## config.mk

```make
export PLATFORM = sky130hd
export DESIGN_NAME = fifo_uart_tx
export DESIGN_NICKNAME = d
export VERILOG_FILES = /design/src/rtl/fifo_pkg.sv /design/src/rtl/fifo_uart_tx_baud_gen.sv /design/src/rtl/fifo_uart_tx.sv
export SDC_FILE = /design/constraint.sdc
export NUM_CORES = 1
export LEC_CHECK = 0
export CAP_MARGIN = 10
export CORE_UTILIZATION = 56
export CTS_BUF_LIST = sky130_fd_sc_hd__clkbuf_8 sky130_fd_sc_hd__clkbuf_16
export DETAILED_ROUTE_END_ITERATION = 7
export PLACE_DENSITY = 0.92
export SETUP_SLACK_MARGIN = 0.15
export SKIP_CTS_REPAIR_TIMING = 1
export SLEW_MARGIN = 15
export SYNTH_ARGS = -nofsm -noshare
export SYNTH_HDL_FRONTEND = slang
export SYNTH_SLANG_ARGS = --single-unit
```

## constraint.sdc

```tcl
create_clock -name clk -period 3.4 [get_ports clk]
set_input_delay 1.02 -clock clk [delete_from_list [all_inputs] [get_ports clk]]
set_output_delay 1.02 -clock clk [all_outputs]
set_load 0.02 [all_outputs]
```

## src/rtl/fifo_pkg.sv

```systemverilog
// Shared definitions for the 8x8 synchronous FIFO and its UART drain stage.
package fifo_pkg;

   localparam int DATA_W     = 8;
   localparam int FIFO_DEPTH = 8;

   typedef enum logic [2:0] {
      IDLE  = 3'd0,
      POP   = 3'd1,
      LOAD  = 3'd2,
      START = 3'd3,
      DATA  = 3'd4,
      STOP  = 3'd5
   } tx_state_t;

endpackage

```

## src/rtl/fifo_uart_tx_baud_gen.sv

```systemverilog
// Bit-period timer: counts 0..CLKS_PER_BIT-1, restarted by clear.
module baud_gen #(
   parameter int CLKS_PER_BIT = 16
) (
   input  logic clk,
   input  logic rst,
   input  logic clear,
   output logic tick,
   output logic pre_tick
);

   localparam int CNT_W = (CLKS_PER_BIT > 1) ? $clog2(CLKS_PER_BIT) : 1;
   localparam logic [CNT_W-1:0] LAST_CNT = CNT_W'(CLKS_PER_BIT - 1);
   localparam logic [CNT_W-1:0] PRE_CNT  = CNT_W'(CLKS_PER_BIT - 2);

   logic [CNT_W-1:0] r_cnt;

   always_ff @(posedge clk or negedge rst) begin
      if (!rst)
         r_cnt <= '0;
      else if (clear || r_cnt == LAST_CNT)
         r_cnt <= '0;
      else
         r_cnt <= r_cnt + 1'b1;
   end

   assign tick     = (r_cnt == LAST_CNT);
   // One cycle early so the caller can register a last-cycle strobe.
   assign pre_tick = (r_cnt == PRE_CNT);

endmodule

```

## src/rtl/fifo_uart_tx.sv

```systemverilog
// FIFO drain stage: pops one byte at a time and sends it as an 8N1 UART frame.
module fifo_uart_tx #(
   parameter int CLKS_PER_BIT = 16,
   parameter int DATA_W       = fifo_pkg::DATA_W
) (
   input  logic              clk,
   input  logic              rst,
   input  logic              fifo_empty,
   input  logic [DATA_W-1:0] fifo_dout,
   input  logic              tx_en,
   output logic              fifo_rd_en,
   output logic              txd,
   output logic              busy,
   output logic              frame_done
);

   import fifo_pkg::*;

   localparam logic [2:0] LAST_BIT = 3'(DATA_W - 1);

   tx_state_t         r_state;
   logic [DATA_W-1:0] r_shreg;
   logic [2:0]        r_bitcnt;
   logic              r_txd;
   logic              r_rd_en;
   logic              r_frame_done;
   logic              w_tick;
   logic              w_pre_tick;
   logic              w_clear;

   // Baud counter restarts on the same edge that enters START.
   assign w_clear = (r_state == LOAD);

   baud_gen #(
      .CLKS_PER_BIT(CLKS_PER_BIT)
   ) u_baud (
      .clk     (clk),
      .rst     (rst),
      .clear   (w_clear),
      .tick    (w_tick),
      .pre_tick(w_pre_tick)
   );

   always_ff @(posedge clk or negedge rst) begin
      if (!rst) begin
         r_state      <= IDLE;
         r_shreg      <= '0;
         r_bitcnt     <= '0;
         r_txd        <= 1'b1;
         r_rd_en      <= 1'b0;
         r_frame_done <= 1'b0;
      end else begin
         r_rd_en      <= 1'b0;
         r_frame_done <= 1'b0;
         case (r_state)
            IDLE: begin
               if (tx_en && !fifo_empty) begin
                  r_state <= POP;
                  r_rd_en <= 1'b1;
               end
            end
            POP: r_state <= LOAD;
            LOAD: begin
               r_shreg  <= fifo_dout;
               r_bitcnt <= '0;
               r_txd    <= 1'b0;
               r_state  <= START;
            end
            START: begin
               if (w_tick) begin
                  r_txd   <= r_shreg[0];
                  r_state <= DATA;
               end
            end
            DATA: begin
               if (w_tick) begin
                  r_shreg <= r_shreg >> 1;
                  if (r_bitcnt == LAST_BIT) begin
                     r_bitcnt <= '0;
                     r_txd    <= 1'b1;
                     r_state  <= STOP;
                  end else begin
                     r_bitcnt <= r_bitcnt + 1'b1;
                     r_txd    <= r_shreg[1];
                  end
               end
            end
            STOP: begin
               if (w_pre_tick)
                  r_frame_done <= 1'b1;
               if (w_tick) begin
                  if (tx_en && !fifo_empty) begin
                     r_state <= POP;
                     r_rd_en <= 1'b1;
                  end else begin
                     r_state <= IDLE;
                  end
               end
            end
            default: r_state <= IDLE;
         endcase
      end
   end

   assign txd        = r_txd;
   assign fifo_rd_en = r_rd_en;
   assign frame_done = r_frame_done;
   assign busy       = (r_state != IDLE);

endmodule

```

==> metrics.yaml, run 1 <==
outcome: "finished clean"
crit_chain: "or3_1 -> clkdlybuf4s50_1"
cts.htree.levels: 1
syn_area_per_cell_um2: 11.0
core_um2: 1750
io_buffers: 15
finalCritPeriodShare_pct: 79.4
clkSinkCount: 21
tns_ns: 0
synthesis.area_um2: 1050
grt_pass1_vias: 834
synth_area_leaders: "dfrtp_1, mux2i_1, o21ai_0, ha_1, nor2_1"
fp-row-count: 15
vias: 810
synth_top_cell_by_area: "dfrtp_1"
hp-class: "register to register"
synth-seq-area-share_pct: 50.2
critPathTopFamily: "buffers and inverters"
pwr-share-clk_pct: 36.3
crit_slowest_cell: "clkdlybuf4s50_1"
initial_utilization_pct: 60.1
cts_buffers: 3
area_growth_pct: 20.0
hold_start: "u_baud.r_cnt[0]"
grt_pass1_wl_um: 3310
fp.dieH_um: 45.3
detail_route.wl_per_cell_um: 14.9
finalMaxSlewViolations: 0
layout-drive-gt1-share_pct: 11.7
p_int_w: 0.000352
p_leak_nw: 0.591
grt_overflow: 0
rsz0062_at_grt: "no"
critPathBufInv: 1
finClkSkew_ns: 0.00629
clkTransAtPathRegs_ns: 0.07
start_kind: "register"
cts-root-buf: "clkbuf_8"
period_needed_ns: 2.70
grt_max_degree: 22
max_slew.worst_pin.slew_ns: 0.917
p_sw_w: 0.0000922
power.density_nw_per_um2: 353
antenna_found_initial: 0
yosysUniqueCellTypes: 36
synthCells: 95
n_fill_cell: 129
dp_hpwl_um: 1410
r2r_setup_slack_ns: 1.59
hold_viol_final: 0
sw_frac_of_total_pct: 20.8
nets: 128
routabilityCongestion: 0.850
hold_end: "u_baud.r_cnt[0]"
critPathMaxFanout: 10
rr_endpoint: "r_shreg[0]"
max_freq_ghz: 0.371
drc_errors: 0
cap_violations: 0
cp.arrival_ns: 1.68
finalSetupViolCount: 0
drt_iter0_drc: 14
tritoncts: "yes"
r2r_cells: 5
r2r-start: "u_baud.r_cnt[1]"
relSlewSlack_pct: 38.7
p_seq_share_pct: 57.9
irDropWorstVdd_v: 0.000260
dr.pass1.iters: 4
critPathKind: "register to primary output"
syn-num-nets: 111
hold_ws_ns: 0.495
drt_wl_total_um: 2030
cts.path.max_buffers: 2
vias_per_cell: 5.96
synth_top_area_share_pct: 47.7
io_pins: 16
fp.dieW_um: 45.3
dieArea_um2: 2050
cpPeakStageDelay_ns: 0.54
ys_warn_count: 0
diodes: 0
min_path_cells: 1
synth_seq_cells: 21
worstPathRequired_ns: 2.38
p_comb_share_pct: 5.8
ant_nets: 0
grt_usage_pct: 22.9
clk_latency_ns: 0.26
cp-end-kind: "primary output"
[per-stage QoR]
step                      util (%)  worst slack [ns]  instances  area, um2  total power, W
after detailed placement      69.5             0.978        132       1210        0.000288
after floorplan                  -              1.31         95       1050        0.000268
after global placement        69.5              1.02        132       1210        0.000287
after global routing          72.1             0.634        136       1260        0.000460
final                         72.1             0.702        136       1260        0.000444
after CTS                     72.1             0.693        136       1260        0.000446
[state kept, by name, indices dropped and copies added (netlist names)]
register / flops
txd: 1
r_bitcnt: 3
r_state: 3
u_baud.r_cnt: 4
fifo_rd_en: 1
frame_done: 1
r_shreg: 8
[layer usage]
layer,vias to the layer above,part of all wire [%],GRT usage [%]
met5,-,0,0
met1,396,42,27.3
met4,0,1.2,16.4
li1,377,-,-
met3,4,4.5,4.40
met2,33,52,36.8
[power groups by stage]
stage	clock, W	sequential, W	combinational (W)
after floorplan	0	0.000262	0.00000588
after global placement	0	0.000262	0.0000254
after detailed placement	0	0.000262	0.0000261
after CTS	0.000163	0.000257	0.0000261
after global routing	0.000174	0.000258	0.0000282
final	0.000161	0.000257	0.0000256
[cell usage in the layout (no fill, tap or decap)]
master	count
a2111oi_0	1
a21oi_1	3
a22o_1	3
a31oi_1	3
a32o_1	1
and3_1	1
buf_4	1
clkbuf_8	3
clkdlybuf4s50_1	15
clkinv_2	1
dfrtp_1	20
dfstp_2	1
ha_1	4
inv_1	2
mux2_2	2
mux2i_1	7
nand2_1	1
nand2b_1	2
nand3_1	2
nand4_1	1
nand4_2	1
nand4b_1	1
nor2_1	8
nor2_8	1
nor2b_1	1
nor3_1	2
o21a_1	1
o21ai_0	11
o21ai_1	3
o21bai_1	1
o22ai_1	1
or2_2	1
or2_4	1
or2b_4	1
or3_1	1
xnor2_1	1
xor2_1	1
[cells in the mapped netlist]
cell       instances
nand2b_1           2
inv_1              2
or2_4              1
nor2_8             1
dfstp_2            1
o22ai_1            1
buf_6              1
buf_2              2
a31oi_1            3
a22o_1             3
a32o_1             1
xor2_1             1
o21a_1             1
nand3_1            2
or2_2              1
mux2_2             2
mux2i_1            7
nor2_1             8
a2111oi_0          1
ha_1               4
or3_1              1
o21ai_0           11
nor3_1             2
dfrtp_1           20
or2b_4             1
o21ai_1            3
and3_1             1
o21bai_1           1
nand2_1            1
clkbuf_1           1
nand4_2            1
nand4_1            1
xnor2_1            1
nand4b_1           1
nor2b_1            1
a21oi_1            3
[worst max-delay path by stage]
stage	start	endpoint	slack, ns	cells past startpoint
2_1_floorplan	r_state[0]	busy	1.31	2
3_3_place_gp	r_state[1]	busy	1.02	2
3_5_place_dp	r_state[1]	busy	0.98	2
4_1_cts	r_state[1]	busy	0.69	2
5_1_grt	r_state[1]	busy	0.63	2
6_report	r_state[1]	busy	0.70	2
[logic make-up after synthesis]
kind of cell | after synthesis | synth area share (%)
AND/OR/NAND/NOR | 25 | 15.2
buffers and inverters | 6 | 3.10
XOR/XNOR | 2 | 1.67
flip-flops | 21 | 50.2
multiplexers | 9 | 8.83
adder cells (fa/ha/maj) | 4 | 4.77
AO/OA/AOI/OAI | 28 | 16.2
[layout make-up]
cell class              instances  area (um2)  share of cell area (%)
multi-input cells              68         489                    38.9
clock inverters                 1        5.00                   0.398
clock buffers                   3        41.3                    3.28
inverters                       2        7.51                   0.596
repair buffers                 16         158                    12.5
flip-flops and latches         21         527                    41.8
well taps                      25        31.3                    2.49
(Power assumes the default switching activity.)
==> run 2, diff against run 1 <==
--- a/config.mk
+++ b/config.mk
@@ -6,10 +6,10 @@
 export NUM_CORES = 1
 export LEC_CHECK = 0
 export CAP_MARGIN = 10
-export CORE_UTILIZATION = 56
+export CORE_UTILIZATION = 47
 export CTS_BUF_LIST = sky130_fd_sc_hd__clkbuf_8 sky130_fd_sc_hd__clkbuf_16
 export DETAILED_ROUTE_END_ITERATION = 7
-export PLACE_DENSITY = 0.92
+export PLACE_DENSITY = 0.84
 export SETUP_SLACK_MARGIN = 0.15
 export SKIP_CTS_REPAIR_TIMING = 1
 export SLEW_MARGIN = 15
==> constraint.sdc (replaced) <==
create_clock -name clk -period 2.4 [get_ports clk]
set_input_delay 0.72 -clock clk [delete_from_list [all_inputs] [get_ports clk]]
set_output_delay 0.72 -clock clk [all_outputs]
set_load 0.02 [all_outputs]
==> run 2 against run 1 <==
Sequential power increased by 42%. Non-clock buffer count increased by 1. Power increased by 41%. First-iteration DRC count increased by 14%. Critical endpoint is now txd. Clock skew decreased by 0.0041 ns. Combinational power increased by 48%. Global-route usage decreased by 4.8 points. Largest power group unchanged. Hold slack got worse by 0.013 ns. Via count decreased by 5.3%. Register-to-register slack got worse by 0.97 ns.
==> metrics.yaml, run 2 (synthesized netlist as in run 1, its figures left out) <==
dp_cells: 135
area_growth_pct: 21.2
critPathBufInv: 1
relSlewSlack_pct: 69.4
reg_top3: "r_shreg x8, u_baud.r_cnt x4"
dp_hpwl_um: 1410
layout-drive-gt1-share_pct: 12.5
finalSetupViolCount: 0
n_fill_cell: 158
ant_nets: 0
nets: 129
multi_input_area_um2: 489
max_freq_ghz: 0.477
fp.dieH_um: 49.2
fp.dieW_um: 49.2
grt_overflow: 0
cts.htree.levels: 1
grt_pass1_vias: 790
hold_viol_final: 0
core_um2: 2020
final_cell_mix: "dfrtp_1, clkdlybuf4s50_1, o21ai_0"
clkTransAtPathRegs_ns: 0.07
critPathKind: "register to primary output"
finalCritPeriodShare_pct: 87.3
hp-class: "register to register"
drt_iter0_drc: 16
irDropWorstVdd_v: 0.000279
total_power_w: 0.000626
critPathMaxFanout: 2
diodes: 0
crit_slowest_cell: "clkdlybuf4s50_1"
cap_violations: 0
grt_pass1_wl_um: 3390
layout.area.seq_um2: 528
max_slew.worst_pin.slew_ns: 0.455
cp-end-kind: "primary output"
stdcell_count: 139
largest_register_ffs: 8
initial_utilization_pct: 51.9
worstPathRequired_ns: 1.68
antenna_found_initial: 0
rsz0062_at_grt: "no"
dieArea_um2: 2420
regMostFlops: "r_shreg"
cp.arrival_ns: 1.38
outcome: "finished clean"
crit_chain: "clkdlybuf4s50_1"
critPathTopFamily: "buffers and inverters"
fp-row-count: 16
routabilityCongestion: 0.855
tns_ns: 0
period_needed_ns: 2.10
vias: 767
finalMaxSlewViolations: 0
drt_wl_total_um: 1880
start_kind: "register"
clk_latency_ns: 0.26
dr.pass1.iters: 4
cts_buffers: 3
power.density_nw_per_um2: 493
io_pins: 16
final_common_cell: "dfrtp_1"
clkSinkCount: 21
cpPeakStageDelay_ns: 0.59
detail_route.wl_per_cell_um: 13.5
io_buffers: 15
p_leak_nw: 0.595
tritoncts: "yes"
cts-root-buf: "clkbuf_8"
finClkSkew_ns: 0.00216
grt_max_degree: 22
cts.path.max_buffers: 2
drc_errors: 0
grt_usage_pct: 18.1
vias_per_cell: 5.52
run 2: power breakdown:
part	internal (W)	switching (W)
clock	0.000114	0.000110
combinational	0.0000234	0.0000144
sequential	0.000361	0.00000336
run 2: area by class of cell:
class	count	area share, %
sequential	21	41.5
multi-input combinational	68	38.5
timing repair buffer	17	13.2
clock buffer	3	3.25
tap	27	2.66
inverter	2	0.591
clock inverter	1	0.295
run 2: stage by stage:
stage	hold WS, ns	utilization (%)	cell area (um2)	setup WS [ns]
floorplan	0.424	-	1050	0.613
global placement	0.468	60.5	1220	0.316
detailed placement	0.477	60.5	1220	0.287
CTS	0.487	62.7	1270	0.00196
global route	0.513	62.9	1270	0.260
finish	0.483	62.9	1270	0.304
run 2: path summary, 6_finish.rpt:
check,depth (start not counted),slack (ns),end,startpoint
max reg2reg,5,0.62,r_shreg[0],u_baud.r_cnt[0]
min in group asynchronous,1,0.77,r_shreg[1],rst
max in group asynchronous,2,1.12,r_state[2],rst
max,1,0.30,txd,txd
min reg2reg,1,0.48,u_baud.r_cnt[0],u_baud.r_cnt[0]
min,1,0.48,u_baud.r_cnt[0],u_baud.r_cnt[0]
run 2: metal layers:
metal | wire length, um | GRT usage [%] | up-vias
met3 | 62 | 0.935 | 4
met2 | 938 | 31.3 | 17
li1 | - | - | 381
met4 | 38 | 9.80 | 0
met5 | 0 | 0 | -
met1 | 839 | 22.5 | 365
==> run 3, diff against run 2 <==
--- a/config.mk
+++ b/config.mk
@@ -9,9 +9,11 @@
 export CORE_UTILIZATION = 47
 export CTS_BUF_LIST = sky130_fd_sc_hd__clkbuf_8 sky130_fd_sc_hd__clkbuf_16
 export DETAILED_ROUTE_END_ITERATION = 7
+export HOLD_SLACK_MARGIN = 0.02
 export PLACE_DENSITY = 0.84
 export SETUP_SLACK_MARGIN = 0.15
 export SKIP_CTS_REPAIR_TIMING = 1
+export SKIP_LAST_GASP = 1
 export SLEW_MARGIN = 15
 export SYNTH_ARGS = -nofsm -noshare
 export SYNTH_HDL_FRONTEND = slang
==> results of run 3 <==
No change in the layout: final DEF, timing and power equal those of run 2.
